**src/rtl/program_loader.sv**
```systemverilog
// program_loader
//   Serial boot loader for the LC2K CPU. Receives a big-endian byte stream
//   made of a 32-bit word count N followed by N 32-bit words. It writes word k
//   to memory address k and holds the CPU in halt until the whole image is in
//   memory.
//
//   Handshake: a byte transfers on a rising edge where rx_valid && rx_ready.
//   rx_ready depends only on state (HEADER/LOAD), never on rx_valid. The memory
//   side has no backpressure: mem_write_en is a one-cycle strobe per word,
//   with mem_addr/mem_write_data stable while it is high.
//
// Ports
//   clk, reset      : clock, asynchronous active-high reset
//   rx_data/valid   : incoming byte and its qualifier
//   rx_ready        : loader accepts a byte this cycle
//   start           : re-arm pulse, honoured only in DONE or ERROR
//   mem_write_en    : one-cycle write strobe
//   mem_addr        : word address of the write
//   mem_write_data  : assembled 32-bit word
//   cpu_halt        : holds the CPU program counter
//   load_done       : image fully written
//   load_error      : header rejected (N==0 or N > 2^ADDR_WIDTH)
//   words_loaded    : number of words written so far
//   dbg_state       : current FSM state (0 HEADER, 1 LOAD, 2 DONE, 3 ERROR)
module program_loader #(
    parameter int ADDR_WIDTH = 16
) (
    input  logic                  clk,
    input  logic                  reset,
    input  logic [7:0]            rx_data,
    input  logic                  rx_valid,
    output logic                  rx_ready,
    input  logic                  start,
    output logic                  mem_write_en,
    output logic [ADDR_WIDTH-1:0] mem_addr,
    output logic [31:0]           mem_write_data,
    output logic                  cpu_halt,
    output logic                  load_done,
    output logic                  load_error,
    output logic [ADDR_WIDTH:0]   words_loaded,
    output logic [1:0]            dbg_state
);

    typedef enum logic [1:0] {
        ST_HEADER = 2'd0,
        ST_LOAD   = 2'd1,
        ST_DONE   = 2'd2,
        ST_ERROR  = 2'd3
    } state_t;

    localparam logic [ADDR_WIDTH:0] ONE_W = 1;

    state_t                r_state;
    logic [1:0]            r_byte_cnt;
    logic [23:0]           r_shift;      // first three bytes of the current group
    logic [31:0]           r_count;      // latched image size N
    logic                  r_mem_we;
    logic [ADDR_WIDTH-1:0] r_mem_addr;
    logic [31:0]           r_mem_data;
    logic                  r_cpu_halt;
    logic                  r_load_done;
    logic                  r_load_error;
    logic [ADDR_WIDTH:0]   r_words;

    logic        w_rx_ready;
    logic        w_accept;
    logic        w_last_byte;
    logic [31:0] w_word;
    logic [31:0] w_next_words;
    logic [32:0] w_max_n;
    logic        w_bad_hdr;

    assign w_rx_ready   = (r_state == ST_HEADER) || (r_state == ST_LOAD);
    assign w_accept     = rx_valid && w_rx_ready;
    assign w_last_byte  = (r_byte_cnt == 2'd3);
    assign w_word       = {r_shift, rx_data};
    assign w_next_words = 32'(r_words) + 32'd1;
    // Header check is done at full width so large N never aliases into range.
    assign w_max_n      = 33'd1 << ADDR_WIDTH;
    assign w_bad_hdr    = (w_word == 32'd0) || ({1'b0, w_word} > w_max_n);

    always_ff @(posedge clk or posedge reset) begin
        if (reset) begin
            r_state      <= ST_HEADER;
            r_byte_cnt   <= 2'd0;
            r_shift      <= 24'd0;
            r_count      <= 32'd0;
            r_mem_we     <= 1'b0;
            r_mem_addr   <= '0;
            r_mem_data   <= 32'd0;
            r_cpu_halt   <= 1'b1;
            r_load_done  <= 1'b0;
            r_load_error <= 1'b0;
            r_words      <= '0;
        end else begin
            r_mem_we <= 1'b0;
            case (r_state)
                ST_HEADER: begin
                    if (w_accept) begin
                        r_byte_cnt <= r_byte_cnt + 2'd1;
                        if (!w_last_byte) begin
                            r_shift <= {r_shift[15:0], rx_data};
                        end else if (w_bad_hdr) begin
                            r_state      <= ST_ERROR;
                            r_load_error <= 1'b1;
                        end else begin
                            r_count <= w_word;
                            r_state <= ST_LOAD;
                        end
                    end
                end
                ST_LOAD: begin
                    if (w_accept) begin
                        r_byte_cnt <= r_byte_cnt + 2'd1;
                        if (!w_last_byte) begin
                            r_shift <= {r_shift[15:0], rx_data};
                        end else begin
                            r_mem_we   <= 1'b1;
                            r_mem_addr <= r_words[ADDR_WIDTH-1:0];
                            r_mem_data <= w_word;
                            r_words    <= r_words + ONE_W;
                            if (w_next_words == r_count) begin
                                r_state     <= ST_DONE;
                                r_load_done <= 1'b1;
                            end
                        end
                    end
                end
                ST_DONE: begin
                    if (start) begin
                        r_state     <= ST_HEADER;
                        r_load_done <= 1'b0;
                        r_words     <= '0;
                        r_cpu_halt  <= 1'b1;
                        r_byte_cnt  <= 2'd0;
                    end else begin
                        // First DONE edge ends the final write cycle, so the
                        // CPU is released only once the last word is stored.
                        r_cpu_halt <= 1'b0;
                    end
                end
                ST_ERROR: begin
                    if (start) begin
                        r_state      <= ST_HEADER;
                        r_load_error <= 1'b0;
                        r_byte_cnt   <= 2'd0;
                    end
                end
                default: r_state <= ST_HEADER;
            endcase
        end
    end

    assign rx_ready       = w_rx_ready;
    assign mem_write_en   = r_mem_we;
    assign mem_addr       = r_mem_addr;
    assign mem_write_data = r_mem_data;
    assign cpu_halt       = r_cpu_halt;
    assign load_done      = r_load_done;
    assign load_error     = r_load_error;
    assign words_loaded   = r_words;
    assign dbg_state      = r_state;

endmodule

```
**config.mk**
```make
export PLATFORM = sky130hd
export DESIGN_NAME = program_loader
export DESIGN_NICKNAME = d
export VERILOG_FILES = /design/src/rtl/program_loader.sv
export SDC_FILE = /design/constraint.sdc
export NUM_CORES = 1
export LEC_CHECK = 0
export ABC_AREA = 1
export ABC_CLOCK_PERIOD_IN_PS = 3900
export BUFFER_PORTS_ARGS = -buffer_cell sky130_fd_sc_hd__buf_4
export CELL_PAD_IN_SITES_DETAIL_PLACEMENT = 1
export CELL_PAD_IN_SITES_GLOBAL_PLACEMENT = 1
export CORE_ASPECT_RATIO = 0.9
export CORE_MARGIN = 4
export CORE_UTILIZATION = 35
export CTS_CLUSTER_DIAMETER = 50
export DETAILED_ROUTE_END_ITERATION = 12
export MAX_ROUTING_LAYER = met4
export PLACE_DENSITY_LB_ADDON = 0.3
export SETUP_SLACK_MARGIN = 0.15
export SYNTH_ARGS = -nofsm -noshare
export SYNTH_HDL_FRONTEND = slang
export SYNTH_SLANG_ARGS = --single-unit
```
**constraint.sdc**
```tcl
create_clock -name clk -period 3.9 [get_ports clk]
set_clock_uncertainty 0.2 [all_clocks]
set_input_delay 0 -clock clk [delete_from_list [all_inputs] [get_ports clk]]
set_output_delay 0 -clock clk [all_outputs]
set_load 0.005 [all_outputs]
```
==> impl_metrics.env <==
export IMPL_dr_pass1_iters=4
export IMPL_syn_nets=682
export IMPL_clock_latency_ps=430
export IMPL_track_usage_pct=19.2
export IMPL_cts_tree="yes"
export IMPL_wl_met3_um=760
export IMPL_setup_viol=0
export IMPL_crit_arrival_ps=3040
export IMPL_portBuffers=83
export IMPL_io_pins=84
export IMPL_synth_edf_count=0
export IMPL_row_count=43
export IMPL_crit_required_ps=4060
export IMPL_synthesis_area_um2=5690
export IMPL_ys_seq_area_share_pct=56.7
export IMPL_clock_sinks=129
export IMPL_cts_buffers=17
export IMPL_syn2layout_area_growth_pct=27.1
export IMPL_die_x_um=142
export IMPL_grt_pass1_wl_mm=26.8
export IMPL_core_um2=15700
export IMPL_yosys_warnings=0
export IMPL_slew_viol_final=0
export IMPL_gp_congestion=0.895
export IMPL_num_vias=4802
export IMPL_synth_seq_cells=129
export IMPL_leakage_nw=3.54
export IMPL_async_flop_share_pct=100
export IMPL_nets=777
export IMPL_grt_pass1_vias=5165
export IMPL_ys_types=32
export IMPL_routed_wl_mm=16.1
export IMPL_cts_htree_levels=4
export IMPL_met1Wirelength_mm=7.31
export IMPL_syn_avg_cell_area_um2=8.52
export IMPL_cts_buffer_depth=2
export IMPL_synth_flop_cell="dfrtp_1"
export IMPL_dieArea_um2=18400
export IMPL_die_y_um=129
export IMPL_hpwl_mm=11.4
export IMPL_min_period_ps=2880
export IMPL_tns_ps=0
export IMPL_syn_inst=668
export IMPL_start_util_pct=36.4
export IMPL_grt_max_degree=78
export IMPL_worst_path_max_fanout=6
export IMPL_final_hold_viol_count=0
export IMPL_fmax_mhz=347
export IMPL_rsz0062_at_grt="false"
export IMPL_vdd_ir_drop_max_mv=0.351
export IMPL_max_slew_margin_rel_pct=33.0
export IMPL_post_drt_wl_per_cell_um=16.4
export IMPL_routed_top_layer="met4"
export IMPL_drive_gt1_share_pct=18.8
export IMPL_critPathKind="reg -> reg"
export IMPL_maxCapViolCount=0
export IMPL_clk_pin_slew_ps=60
export IMPL_status="finished, final reports clean"
export IMPL_start_kind="register"
export IMPL_hp_class="in -> async"
export IMPL_vias_per_cell=4.91
export IMPL_min_period_over_period_pct=73.9
export IMPL_worst_pin_slew_ps=1010
export IMPL_ctsRootBufferMaster="clkbuf_16"
export IMPL_end_kind="register"
export IMPL_drt_iter0_markers=234
export IMPL_p_per_area_nw_per_um2=614
export IMPL_antenna_found_initial=0
export IMPL_drtAntennaViolNets=0
export IMPL_drc=0
export IMPL_final_util_pct=46.2
export IMPL_routed_wl_met2_mm=7.83
export IMPL_antenna_cells=0
export IMPL_grt_overflow=0
[area by class of cell]
cell class	count	area (um2)
Clock inverter	13	151
Multi-Input combinational cell	431	2050
Clock buffer	19	443
Inverter	87	329
Timing Repair Buffer	97	783
Fill cell	1800	8420
Tap cell	202	253
Sequential cell	129	3230
[logic make-up after synthesis]
| family | Yosys count | synth area share (%) |
|---|---|---|
| buffers and inverters | 108 | 7.27 |
| AO/OA/AOI/OAI | 114 | 10.5 |
| flip-flops | 129 | 56.7 |
| adder cells (fa/ha/maj) | 2 | 0.439 |
| XOR/XNOR | 6 | 1.16 |
| AND/OR/NAND/NOR | 309 | 23.9 |
[timing repair]
action	4_1_cts	5_1_grt
resized for setup	0	0
hold buffers	12	0
endpoints found under the hold margin	111	0
setup buffers	0	0
[report_power, final]
group | total [mW] | internal, mW | switching [mW]
sequential | 1.86 | 1.66 | 0.197
combinational | 0.981 | 0.420 | 0.560
clock | 1.61 | 0.969 | 0.640
[cells in the final DEF (no fill, tap or decap), drive strengths merged]
master       count
a21boi           1
a21oi            1
a31oi            1
buf             85
bufinv           2
clkbuf          19
clkinv           3
clkinvlp         3
dfrtp          128
dfstp            1
dlygate4sd3     12
ha               2
inv             92
nand2          194
nand3           31
nand3b           9
nand4           11
nor2            59
nor3             1
nor4             1
o21ai           97
o21bai           1
o22ai           13
or2              3
xnor2            1
xnor3            1
xor2             4
[synthesized netlist by cell type, drive strengths merged (2+ instances only)]
cell / instances / share of area, %
nand2: 194 / 13
dfrtp: 128 / 56
o21ai: 97 / 8.5
inv: 87 / 5.7
nor2: 59 / 4.9
nand3: 31 / 2.9
clkbuf: 16 / 1.1
o22ai: 13 / 1.4
nand4: 11 / 1.2
nand3b: 9 / 1.2
buf: 5 / 0.48
xor2: 4 / 0.62
or2: 3 / 0.33
ha: 2 / 0.44
[per-layer routing]
layer,vias to the layer above,global-route usage (%)
li1,2312,-
met1,2374,24.8
met2,98,30.2
met3,18,5.17
met4,0,5.25
met5,-,-
[worst max-delay path, cell delays in order (launching register included)]
cell and delay (ps):
dfrtp_1 470, ha_1 250, nand2_2 100, nor2_4 180
nand2_4 90, inv_2 90, nand3_1 70, nand3_1 120
nand2_1 70, nor2_1 110, nand2_1 100, nor2_1 100
nand2_1 80, nand2_2 100, nand3b_1 80, nand2_1 70
dlygate4sd3_1 540
[per-stage QoR]
stage	hold WS (ps)	power, mW	std cells	area (um2)	worst slack, ps
floorplan	-70.1	2.33	668	5690	261
global placement	95.1	2.80	934	6520	1470
detailed placement	112	2.86	934	6520	1310
CTS	206	4.51	978	7240	1030
global route	246	4.73	978	7240	720
finish	145	4.45	978	7240	1020
[state kept, by name, indices dropped and copies added (netlist names)]
signal          cells
mem_write_data     32
r_count            32
r_shift            24
words_loaded       17
mem_addr           16
dbg_state           2
r_byte_cnt          2
cpu_halt            1
load_done           1
load_error          1
mem_write_en        1
[final timing paths]
check / end / slack (ps) / from / depth (start not counted)
worst max-delay path: dbg_state[1] / 1020 / words_loaded[0] / 16
worst min-delay path: mem_write_data[9] / 150 / reset / 3
worst max register to register: dbg_state[1] / 1020 / words_loaded[0] / 16
worst min register to register: cpu_halt / 270 / cpu_halt / 2
max in group asynchronous: cpu_halt / 2480 / reset / 4
min in group clk: r_count[4] / 240 / rx_data[4] / 4
Power figures use the tool's default switching activity.
